`config.mk`:
```
export PLATFORM = sky130hd
export DESIGN_NAME = wb_stage
export DESIGN_NICKNAME = d
export VERILOG_FILES = /design/src/rtl/cpu_pkg.sv /design/src/rtl/wb_stage.sv
export SDC_FILE = /design/constraint.sdc
export NUM_CORES = 1
export LEC_CHECK = 0
export ABC_AREA = 1
export BUFFER_PORTS_ARGS = -buffer_cell sky130_fd_sc_hd__buf_2
export CAP_MARGIN = 20
export CORE_ASPECT_RATIO = 1.75
export CORE_MARGIN = 3
export CORE_UTILIZATION = 50
export DETAILED_ROUTE_END_ITERATION = 8
export PLACE_DENSITY = 0.88
export SLEW_MARGIN = 15
export SYNTH_ARGS = -nofsm -noshare
export SYNTH_HDL_FRONTEND = slang
export SYNTH_SLANG_ARGS = --single-unit
```
`constraint.sdc`:
```
create_clock -name clk_i -period 1.6 [get_ports clk_i]
set_input_delay 0.16 -clock clk_i [delete_from_list [all_inputs] [get_ports clk_i]]
set_output_delay 0.16 -clock clk_i [all_outputs]
set_load 0.1 [all_outputs]
```
`src/rtl/cpu_pkg.sv`:
```
`default_nettype none
// ============================================================================
//  Module      : cpu_pkg
//  Description : Shared types and default widths for the 16-bit pipeline.
//                - wb_state_t : writeback FSM states (IDLE, WAIT_MEM)
//                - wb_req_t   : context held while a load waits on memory
//  Revision    : 1.0 - initial release
// ============================================================================
package cpu_pkg;

    // Default datapath widths for the pipeline.
    localparam int c_pc_w   = 16;
    localparam int c_data_w = 16;
    localparam int c_reg_w  = 4;

    typedef enum logic [0:0] {
        IDLE     = 1'b0,
        WAIT_MEM = 1'b1
    } wb_state_t;

    // Everything about a load that is needed once its data returns.
    // Field widths track the pipeline defaults above.
    typedef struct packed {
        logic                wr_en;
        logic [c_reg_w-1:0]  rd;
        logic [c_pc_w-1:0]   next_pc;
    } wb_req_t;

endpackage : cpu_pkg
`default_nettype wire

```
`src/rtl/wb_stage.sv`:
```
`default_nettype none
// ============================================================================
//  Module      : wb_stage
//  Description : Writeback stage. Retires instructions from EX/MEM, issuing
//                at most one register-file write (we3/wa3/wd3) per retired
//                instruction. ALU results retire one cycle after accept;
//                loads hold the stage in WAIT_MEM until mem_ack_i or until
//                TMO cycles pass, after which the load is dropped and err_o
//                latches.
//
//  Ports       :
//    clk_i, rst_i          clock, synchronous active-high reset
//    valid_i               instruction presented by EX/MEM
//    wr_en_i, is_load_i    writes a register / result comes from memory
//    rd_i, alu_res_i       destination register, ALU result
//    next_pc_i             next_pc of the instruction (trace)
//    mem_ack_i, mem_rdata_i  data-memory completion and load data
//    stall_o               upstream must hold (high while in WAIT_MEM)
//    we3, wa3, wd3         register-file write port
//    retire_o, retire_pc_o, retire_cnt_o  retire trace and count
//    err_o                 sticky load-timeout flag
//
//  Revision    : 1.0 - initial release
// ============================================================================
module wb_stage
    import cpu_pkg::*;
#(
    parameter int P   = c_pc_w,
    parameter int D   = c_data_w,
    parameter int R   = c_reg_w,
    parameter int C   = 16,
    parameter int TMO = 15
) (
    input  logic         clk_i,
    input  logic         rst_i,
    input  logic         valid_i,
    input  logic         wr_en_i,
    input  logic         is_load_i,
    input  logic [R-1:0] rd_i,
    input  logic [D-1:0] alu_res_i,
    input  logic [P-1:0] next_pc_i,
    input  logic         mem_ack_i,
    input  logic [D-1:0] mem_rdata_i,
    output logic         stall_o,
    output logic         we3,
    output logic [R-1:0] wa3,
    output logic [D-1:0] wd3,
    output logic         retire_o,
    output logic [P-1:0] retire_pc_o,
    output logic [C-1:0] retire_cnt_o,
    output logic         err_o
);

    // Timeout counter must hold values 0..TMO-1; keep at least one bit.
    localparam int            TW          = (TMO > 1) ? $clog2(TMO) : 1;
    localparam logic [TW-1:0] c_tmo_last  = TW'(TMO - 1);

    wb_state_t    r_state;
    wb_state_t    w_state_nxt;
    wb_req_t      r_req;
    logic [TW-1:0] r_tmo_cnt;

    logic         r_we3;
    logic [R-1:0] r_wa3;
    logic [D-1:0] r_wd3;
    logic         r_retire;
    logic [P-1:0] r_retire_pc;
    logic [C-1:0] r_retire_cnt;
    logic         r_err;

    logic         w_accept;
    logic         w_alu_retire;
    logic         w_ld_start;
    logic         w_ld_done;
    logic         w_timeout;

    // ------------------------------------------------------------------------
    // State register
    // ------------------------------------------------------------------------
    always_ff @(posedge clk_i) begin
        if (rst_i) begin
            r_state <= IDLE;
        end else begin
            r_state <= w_state_nxt;
        end
    end

    // ------------------------------------------------------------------------
    // Next-state and event decode. Ack takes priority over timeout, so an
    // ack arriving in the final allowed cycle still completes the load.
    // ------------------------------------------------------------------------
    always_comb begin
        w_state_nxt  = r_state;
        w_accept     = 1'b0;
        w_alu_retire = 1'b0;
        w_ld_start   = 1'b0;
        w_ld_done    = 1'b0;
        w_timeout    = 1'b0;

        case (r_state)
            IDLE: begin
                w_accept = valid_i;
                if (valid_i) begin
                    if (is_load_i) begin
                        w_ld_start  = 1'b1;
                        w_state_nxt = WAIT_MEM;
                    end else begin
                        w_alu_retire = 1'b1;
                    end
                end
            end
            WAIT_MEM: begin
                if (mem_ack_i) begin
                    w_ld_done   = 1'b1;
                    w_state_nxt = IDLE;
                end else if (r_tmo_cnt == c_tmo_last) begin
                    w_timeout   = 1'b1;
                    w_state_nxt = IDLE;
                end
            end
            default: begin
                w_state_nxt = IDLE;
            end
        endcase
    end

    // ------------------------------------------------------------------------
    // Load context and timeout counter
    // ------------------------------------------------------------------------
    always_ff @(posedge clk_i) begin
        if (rst_i) begin
            r_req     <= '0;
            r_tmo_cnt <= '0;
        end else if (w_ld_start) begin
            r_req     <= '{wr_en: wr_en_i, rd: rd_i, next_pc: next_pc_i};
            r_tmo_cnt <= '0;
        end else if (r_state == WAIT_MEM) begin
            r_tmo_cnt <= r_tmo_cnt + TW'(1);
        end
    end

    // ------------------------------------------------------------------------
    // Register-file write port and retire trace. Strobes default low each
    // cycle; wa3/wd3 only move when a write is actually issued.
    // ------------------------------------------------------------------------
    always_ff @(posedge clk_i) begin
        if (rst_i) begin
            r_we3        <= 1'b0;
            r_wa3        <= '0;
            r_wd3        <= '0;
            r_retire     <= 1'b0;
            r_retire_pc  <= '0;
            r_retire_cnt <= '0;
        end else begin
            r_we3    <= 1'b0;
            r_retire <= 1'b0;

            if (w_alu_retire) begin
                r_we3        <= wr_en_i;
                r_retire     <= 1'b1;
                r_retire_pc  <= next_pc_i;
                r_retire_cnt <= r_retire_cnt + C'(1);
                if (wr_en_i) begin
                    r_wa3 <= rd_i;
                    r_wd3 <= alu_res_i;
                end
            end else if (w_ld_done) begin
                r_we3        <= r_req.wr_en;
                r_retire     <= 1'b1;
                r_retire_pc  <= r_req.next_pc;
                r_retire_cnt <= r_retire_cnt + C'(1);
                if (r_req.wr_en) begin
                    r_wa3 <= r_req.rd;
                    r_wd3 <= mem_rdata_i;
                end
            end
        end
    end

    // ------------------------------------------------------------------------
    // Sticky load-timeout flag
    // ------------------------------------------------------------------------
    always_ff @(posedge clk_i) begin
        if (rst_i) begin
            r_err <= 1'b0;
        end else if (w_timeout) begin
            r_err <= 1'b1;
        end
    end

    // Stall is a pure decode of the state register.
    assign stall_o      = (r_state == WAIT_MEM);
    assign we3          = r_we3;
    assign wa3          = r_wa3;
    assign wd3          = r_wd3;
    assign retire_o     = r_retire;
    assign retire_pc_o  = r_retire_pc;
    assign retire_cnt_o = r_retire_cnt;
    assign err_o        = r_err;

endmodule : wb_stage
`default_nettype wire

```
==> impl_metrics.yaml, run 1 <==
worst_setup_path:
  cp.required_ns: 1.83
  cp_num_buf_inv: 3
  cpPeakStageDelay_ns: 0.36
  crit_path_top_delay_cell: "dfxtp_4"
  crit_chain: "inv_2, nand3_4, inv_2, nand2_1, nand2_2, inv_2, nor2_1, nor2_1"
  end_kind: "register"
  cp.arrival_ns: 1.63
  critPathMaxFanout: 21
  crit_family: "simple AND/OR/NAND/NOR gates"
  startpoint_type: "register"
  crit_type: "register to register"
  worst_path_most_repeated_cell: "inv_2"
clocking:
  clock_path_buffers: 2
  postCtsHoldBufs: 0
  path_clk_slew_ns: 0.06
  clk_latency_ns: 0.34
  clock_sinks: 81
  ctsResizeCount: 0
  cts_tree: "done"
  postCtsSetupRepairBufs: 0
  numCtsBuffers: 9
  ctsRootBufferMaster: "clkbuf_16"
  cts.htree.levels: 3
sta:
  worst_pin_slew_ns: 0.668
  maxSlewHeadroom_pct: 55.4
  fin_worst_skew_ns: 0.00677
  fin_crit_sh_pct: 87.4
  setup-tns-final_ns: 0
  setup_viol: 0
  rsz0062_at_grt: "no"
  clock.fmax_ghz: 0.715
  final-hold-violation-count: 0
  post-route-min-period_ns: 1.40
  slew_viol_final: 0
final_layout:
  n_antenna_cell: 0
  fillers: 562
  drive_above_1_share_pct: 27.1
  mostFrequentLayoutCells: "nand2_1 (143), nor2_1 (114), buf_2 (113), dfxtp_1 (66), o21ai_0 (28)"
  layout_commonest_cell: "nand2_1"
  nets: 669
  fin_cells: 695
  area_growth_pct: 27.4
yosys:
  syn_inst: 500
  yosysSeqAreaShare_pct: 47.0
  synth_top_cell_by_area: "dfxtp_1"
  syn_area_um2: 3450
  yosys-top-cells-area: "dfxtp_1 (47%), nand2_1 (16%), nor2_1 (12%)"
  synth_compound_area_share_pct: 12.1
  synth_area_per_cell_um2: 6.91
  synth-simple-area-share_pct: 32.6
  synthMuxAreaShare_pct: 0
  synth_top_family_by_area: "simple AND/OR/NAND/NOR gates"
  synth_seq_cells: 81
  synthAdderAreaFrac_pct: 1.09
  synth_warnings: 0
  yosysUniqueCellTypes: 24
  synth-xor-area-share_pct: 0.254
  synth_top_area_share_pct: 47.0
  syn_nets: 561
floorplan:
  core_um2: 6640
  row_count: 39
  io_pins: 114
  start_util_pct: 52.0
  fp.dieH_um: 116
  die-area_um2: 7980
  die_w_um: 68.8
placement:
  numPortBuffers: 113
  placedCellCount: 679
  gp_congestion: 0.802
  hpwl_um: 6390
detailed_routing:
  drt_pass1_iterations: 5
  routed_wl_um: 9010
  via_per_inst: 5.14
  drt_iter0_markers: 159
  vias: 3573
  wire_per_inst_um: 13.0
  ant_nets: 0
  drc_errors: 0
min_path:
  hp-class: "primary input to register"
global_routing:
  gr-total-overflow: 0
  antenna_found_initial: 0
  grt_pass1_wl_um: 14800
  grt_start_max_net_pins: 33
  grt_pass1_vias: 3376
  track_usage_pct: 24.1
power_and_ir_drop:
  power_density_nw_per_um2: 1190
  power.leakage_uw: 0.00217
  ir_worst_vdd_v: 0.000941
status:
  status: "finished, final reports clean"
run:
  max-cap-violations: 0
[final cells by class]
type / count / area, um^2 / area share (%)
Clock buffer: 9 / 225 / 5.12
Multi-Input combinational cell: 366 / 1590 / 36.1
Clock inverter: 7 / 95.1 / 2.16
Tap cell: 82 / 103 / 2.33
Inverter: 28 / 105 / 2.39
Timing Repair Buffer: 122 / 633 / 14.4
Sequential cell: 81 / 1650 / 37.5
[cell usage after synthesis]
cell and n:
nand2_1 143, a21oi_1 15, nor3_1 4, dfxtp_1 81, nor3_2 1, buf_6 2
nand2_4 1, nor2_2 1, o21ai_0 28, nand2_2 2, inv_2 5, nand3_1 9
xor2_1 1, buf_4 3, buf_2 13, clkbuf_1 7, ha_1 3, inv_1 23
or2_2 2, nand4_1 4, nand3_4 1, o21ai_1 22, nor2_1 114, a31oi_1 15
[routing by layer]
metal  up-vias  GRT usage [%]  part of all wire [%]
met4         0           9.51                   2.6
met5         -              0                     0
met2       137           41.2                    52
li1       1803              -                     -
met3        23           8.44                   7.5
met1      1610           26.7                    38
[worst paths after layout]
| path | cells after the start | slack, ns | from | endpoint |
|---|---|---|---|---|
| worst max-delay path | 8 | 0.20 | stall_o | wd3[5] |
| worst min-delay path | 3 | 0.06 | next_pc_i[10] | r_req[10] |
| worst max register to register | 8 | 0.20 | stall_o | wd3[5] |
| worst min register to register | 1 | 0.45 | retire_cnt_o[0] | retire_cnt_o[0] |
[worst min-delay path, stage by stage]
cell,delay (ns)
buf_2,0.08
nor2_1,0.04
nor2_1,0.08
[power breakdown]
part           internal, uW  switching (uW)  leakage (uW)
clock network          1360             814      0.000155
registers              2110            56.2      0.000670
logic                   191             691       0.00135
total                  3670            1560       0.00217
[state kept, by name (all words and copies together) (netlist names)]
register and count:
r_req 21, retire_cnt_o 16, wd3 16, we3 1, retire_o 1, wa3 4
retire_pc_o 16, stall_o 1, r_tmo_cnt 4, err_o 1
[per-stage QoR]
step	utilization (%)	hold slack, ns	power [uW]	setup WS, ns	area [um^2]
2_1_floorplan	-	0.232	2890	0.0647	3480
3_3_place_gp	61.5	0.398	3070	0.288	4080
3_5_place_dp	61.5	0.405	3090	0.218	4080
4_1_cts	66.3	0.0519	5260	0.211	4400
5_1_grt	66.3	0.0652	5410	0.0721	4400
6_report	66.3	0.0594	5230	0.202	4400
[cell families (layout without fill, tap and decap cells)]
family / after synthesis / count (layout)
compound gates: 80 / 80
xor+xnor: 1 / 1
fa+ha+maj: 3 / 3
buf+inv: 53 / 166
flops: 81 / 81
simple gates: 282 / 282
Power figures use the tool's default switching activity.
==> run 2, diff against run 1 <==
--- a/config.mk
+++ b/config.mk
@@ -10,9 +10,10 @@
 export CAP_MARGIN = 20
 export CORE_ASPECT_RATIO = 1.75
 export CORE_MARGIN = 3
-export CORE_UTILIZATION = 50
+export CORE_UTILIZATION = 45
 export DETAILED_ROUTE_END_ITERATION = 8
-export PLACE_DENSITY = 0.88
+export PLACE_DENSITY = 0.81
+export SKIP_CTS_REPAIR_TIMING = 1
 export SLEW_MARGIN = 15
 export SYNTH_ARGS = -nofsm -noshare
 export SYNTH_HDL_FRONTEND = slang
==> run 2 against run 1 <==
  * Combinational power is essentially flat
  * Wire length decreased by 2.1%
  * Non-clock buffer count unchanged
  * Maximum frequency up 4.0%
  * Clock-buffer cell count increased by 3
  * First-iteration DRC count down 6.9%
  * Via count is 1.2% lower
  * Critical endpoint is now retire_cnt_o[10]
  * Highest routed layer unchanged
==> impl_metrics.yaml, run 2 (synthesis results as in run 1) <==
clocking:
  clock_path_buffers: 2
  clock_sinks: 81
  numCtsBuffers: 9
  path_clk_slew_ns: 0.06
  ctsRootBufferMaster: "clkbuf_16"
  cts_tree: "done"
  clk_latency_ns: 0.33
  cts.htree.levels: 3
final_layout:
  largest-register: "r_req"
  mostFrequentLayoutCells: "nand2_1 (143), nor2_1 (114), buf_2 (113), dfxtp_1 (66), o21ai_0 (28)"
  largest_register_ffs: 21
  nets: 669
  n_antenna_cell: 0
  drive_above_1_share_pct: 26.4
  layout_commonest_cell: "nand2_1"
  area_growth_pct: 26.4
sta:
  setup-tns-final_ns: 0
  setup_viol: 0
  fin_worst_skew_ns: 0.00645
  worst_pin_slew_ns: 0.646
  fin_crit_sh_pct: 84.0
  rsz0062_at_grt: "no"
  slew_viol_final: 0
  final-hold-violation-count: 0
  post-route-min-period_ns: 1.34
  clock.fmax_ghz: 0.744
  hold_ws_ns: 0.0687
  maxSlewHeadroom_pct: 56.9
worst_setup_path:
  critPathMaxFanout: 5
  rr_endpoint: "retire_cnt_o[10]"
  critPathCapture: "retire_cnt_o[10]"
  r2r_setup_slack_ns: 0.26
  cp_num_buf_inv: 0
  startpoint_type: "register"
  reg2reg_from: "retire_cnt_o[0]"
  crit_family: "simple AND/OR/NAND/NOR gates"
  crit_start: "retire_cnt_o[0]"
  end_kind: "register"
  cpPeakStageDelay_ns: 0.36
  reg2reg_depth: 7
  crit_cells: 7
  crit_type: "register to register"
  crit_chain: "ha_1, nand2_1, nor3_2, nand3_1, nand2_1, nand2_1, nor2_1"
  crit_path_top_delay_cell: "dfxtp_4"
  worst_path_most_repeated_cell: "nand2_1"
  cp.required_ns: 1.86
  cp.arrival_ns: 1.60
floorplan:
  row_count: 41
  core_um2: 7340
  die-area_um2: 8800
  start_util_pct: 47.1
  die_w_um: 72.2
  fp.dieH_um: 122
  io_pins: 114
detailed_routing:
  drc_errors: 0
  vias: 3530
  drt_pass1_iterations: 4
  drt_iter0_markers: 148
  via_per_inst: 5.05
  ant_nets: 0
  routed_wl_um: 8820
  wire_per_inst_um: 12.6
placement:
  hpwl_um: 6220
  numPortBuffers: 113
  gp_congestion: 0.888
power_and_ir_drop:
  power.leakage_uw: 0.00216
  power_uw: 4990
  power_density_nw_per_um2: 1140
  ir_worst_vdd_v: 0.000624
global_routing:
  grt_pass1_wl_um: 14800
  gr-total-overflow: 0
  grt_start_max_net_pins: 42
  grt_pass1_vias: 3392
  antenna_found_initial: 0
  track_usage_pct: 21.1
min_path:
  hold_depth: 3
  hp-class: "primary input to register"
status:
  status: "finished, final reports clean"
run:
  max-cap-violations: 0
## run 2: cell types whose count changed in the layout (fill, tap and decap cells not counted)
cell and delta:
clkinvlp_4 -1, clkinv_4 -2, bufinv_16 -1, clkinv_1 +1, clkbuf_1 +3
## run 2: layer usage
metal / GRT usage [%] / wire length (um)
met2: 36.7 / 4620
met3: 4.95 / 608
met1: 23.4 / 3440
met5: 0 / 0
met4: 10.5 / 150
## run 2: cell type report
| class | count | area (um^2) |
|---|---|---|
| Inverter | 28 | 105 |
| Multi-Input combinational cell | 366 | 1590 |
| Timing Repair Buffer | 122 | 633 |
| Sequential cell | 81 | 1650 |
| Fill cell | 692 | 2970 |
| Clock inverter | 4 | 43.8 |
| Tap cell | 86 | 108 |
| Clock buffer | 12 | 236 |
## run 2: how the worst min path moves through the flow
stage,startpoint,end,slack [ns]
2_1_floorplan,rst_i,retire_cnt_o[3],0.23
3_3_place_gp,next_pc_i[2],r_req[2],0.40
3_5_place_dp,next_pc_i[2],r_req[2],0.41
4_1_cts,rd_i[0],r_req[16],0.06
5_1_grt,rd_i[1],r_req[17],0.07
6_report,next_pc_i[2],r_req[2],0.07
## run 2: metrics by stage
stage | area, um^2 | utilization [%] | setup slack, ns | instances
finish | 4360 | 59.5 | 0.256 | 699
floorplan | 3480 | - | 0.0647 | 500
global placement | 4080 | 55.7 | 0.312 | 683
global route | 4360 | 59.5 | 0.0669 | 699
detailed placement | 4080 | 55.7 | 0.270 | 683
CTS | 4360 | 59.5 | 0.252 | 699
## run 2: worst register-to-register path, delay by kind of cell, from the launching register on
family	cells	cell delay, ns
adders and majority gates	1	0.16
DFF	1	0.36
and+or+nand+nor	6	0.75
## run 2: power by group
| group | leakage [uW] | switching [uW] | internal [uW] |
|---|---|---|---|
| sequential | 0.000670 | 52.2 | 2120 |
| combinational | 0.00135 | 690 | 191 |
| clock | 0.000138 | 748 | 1200 |
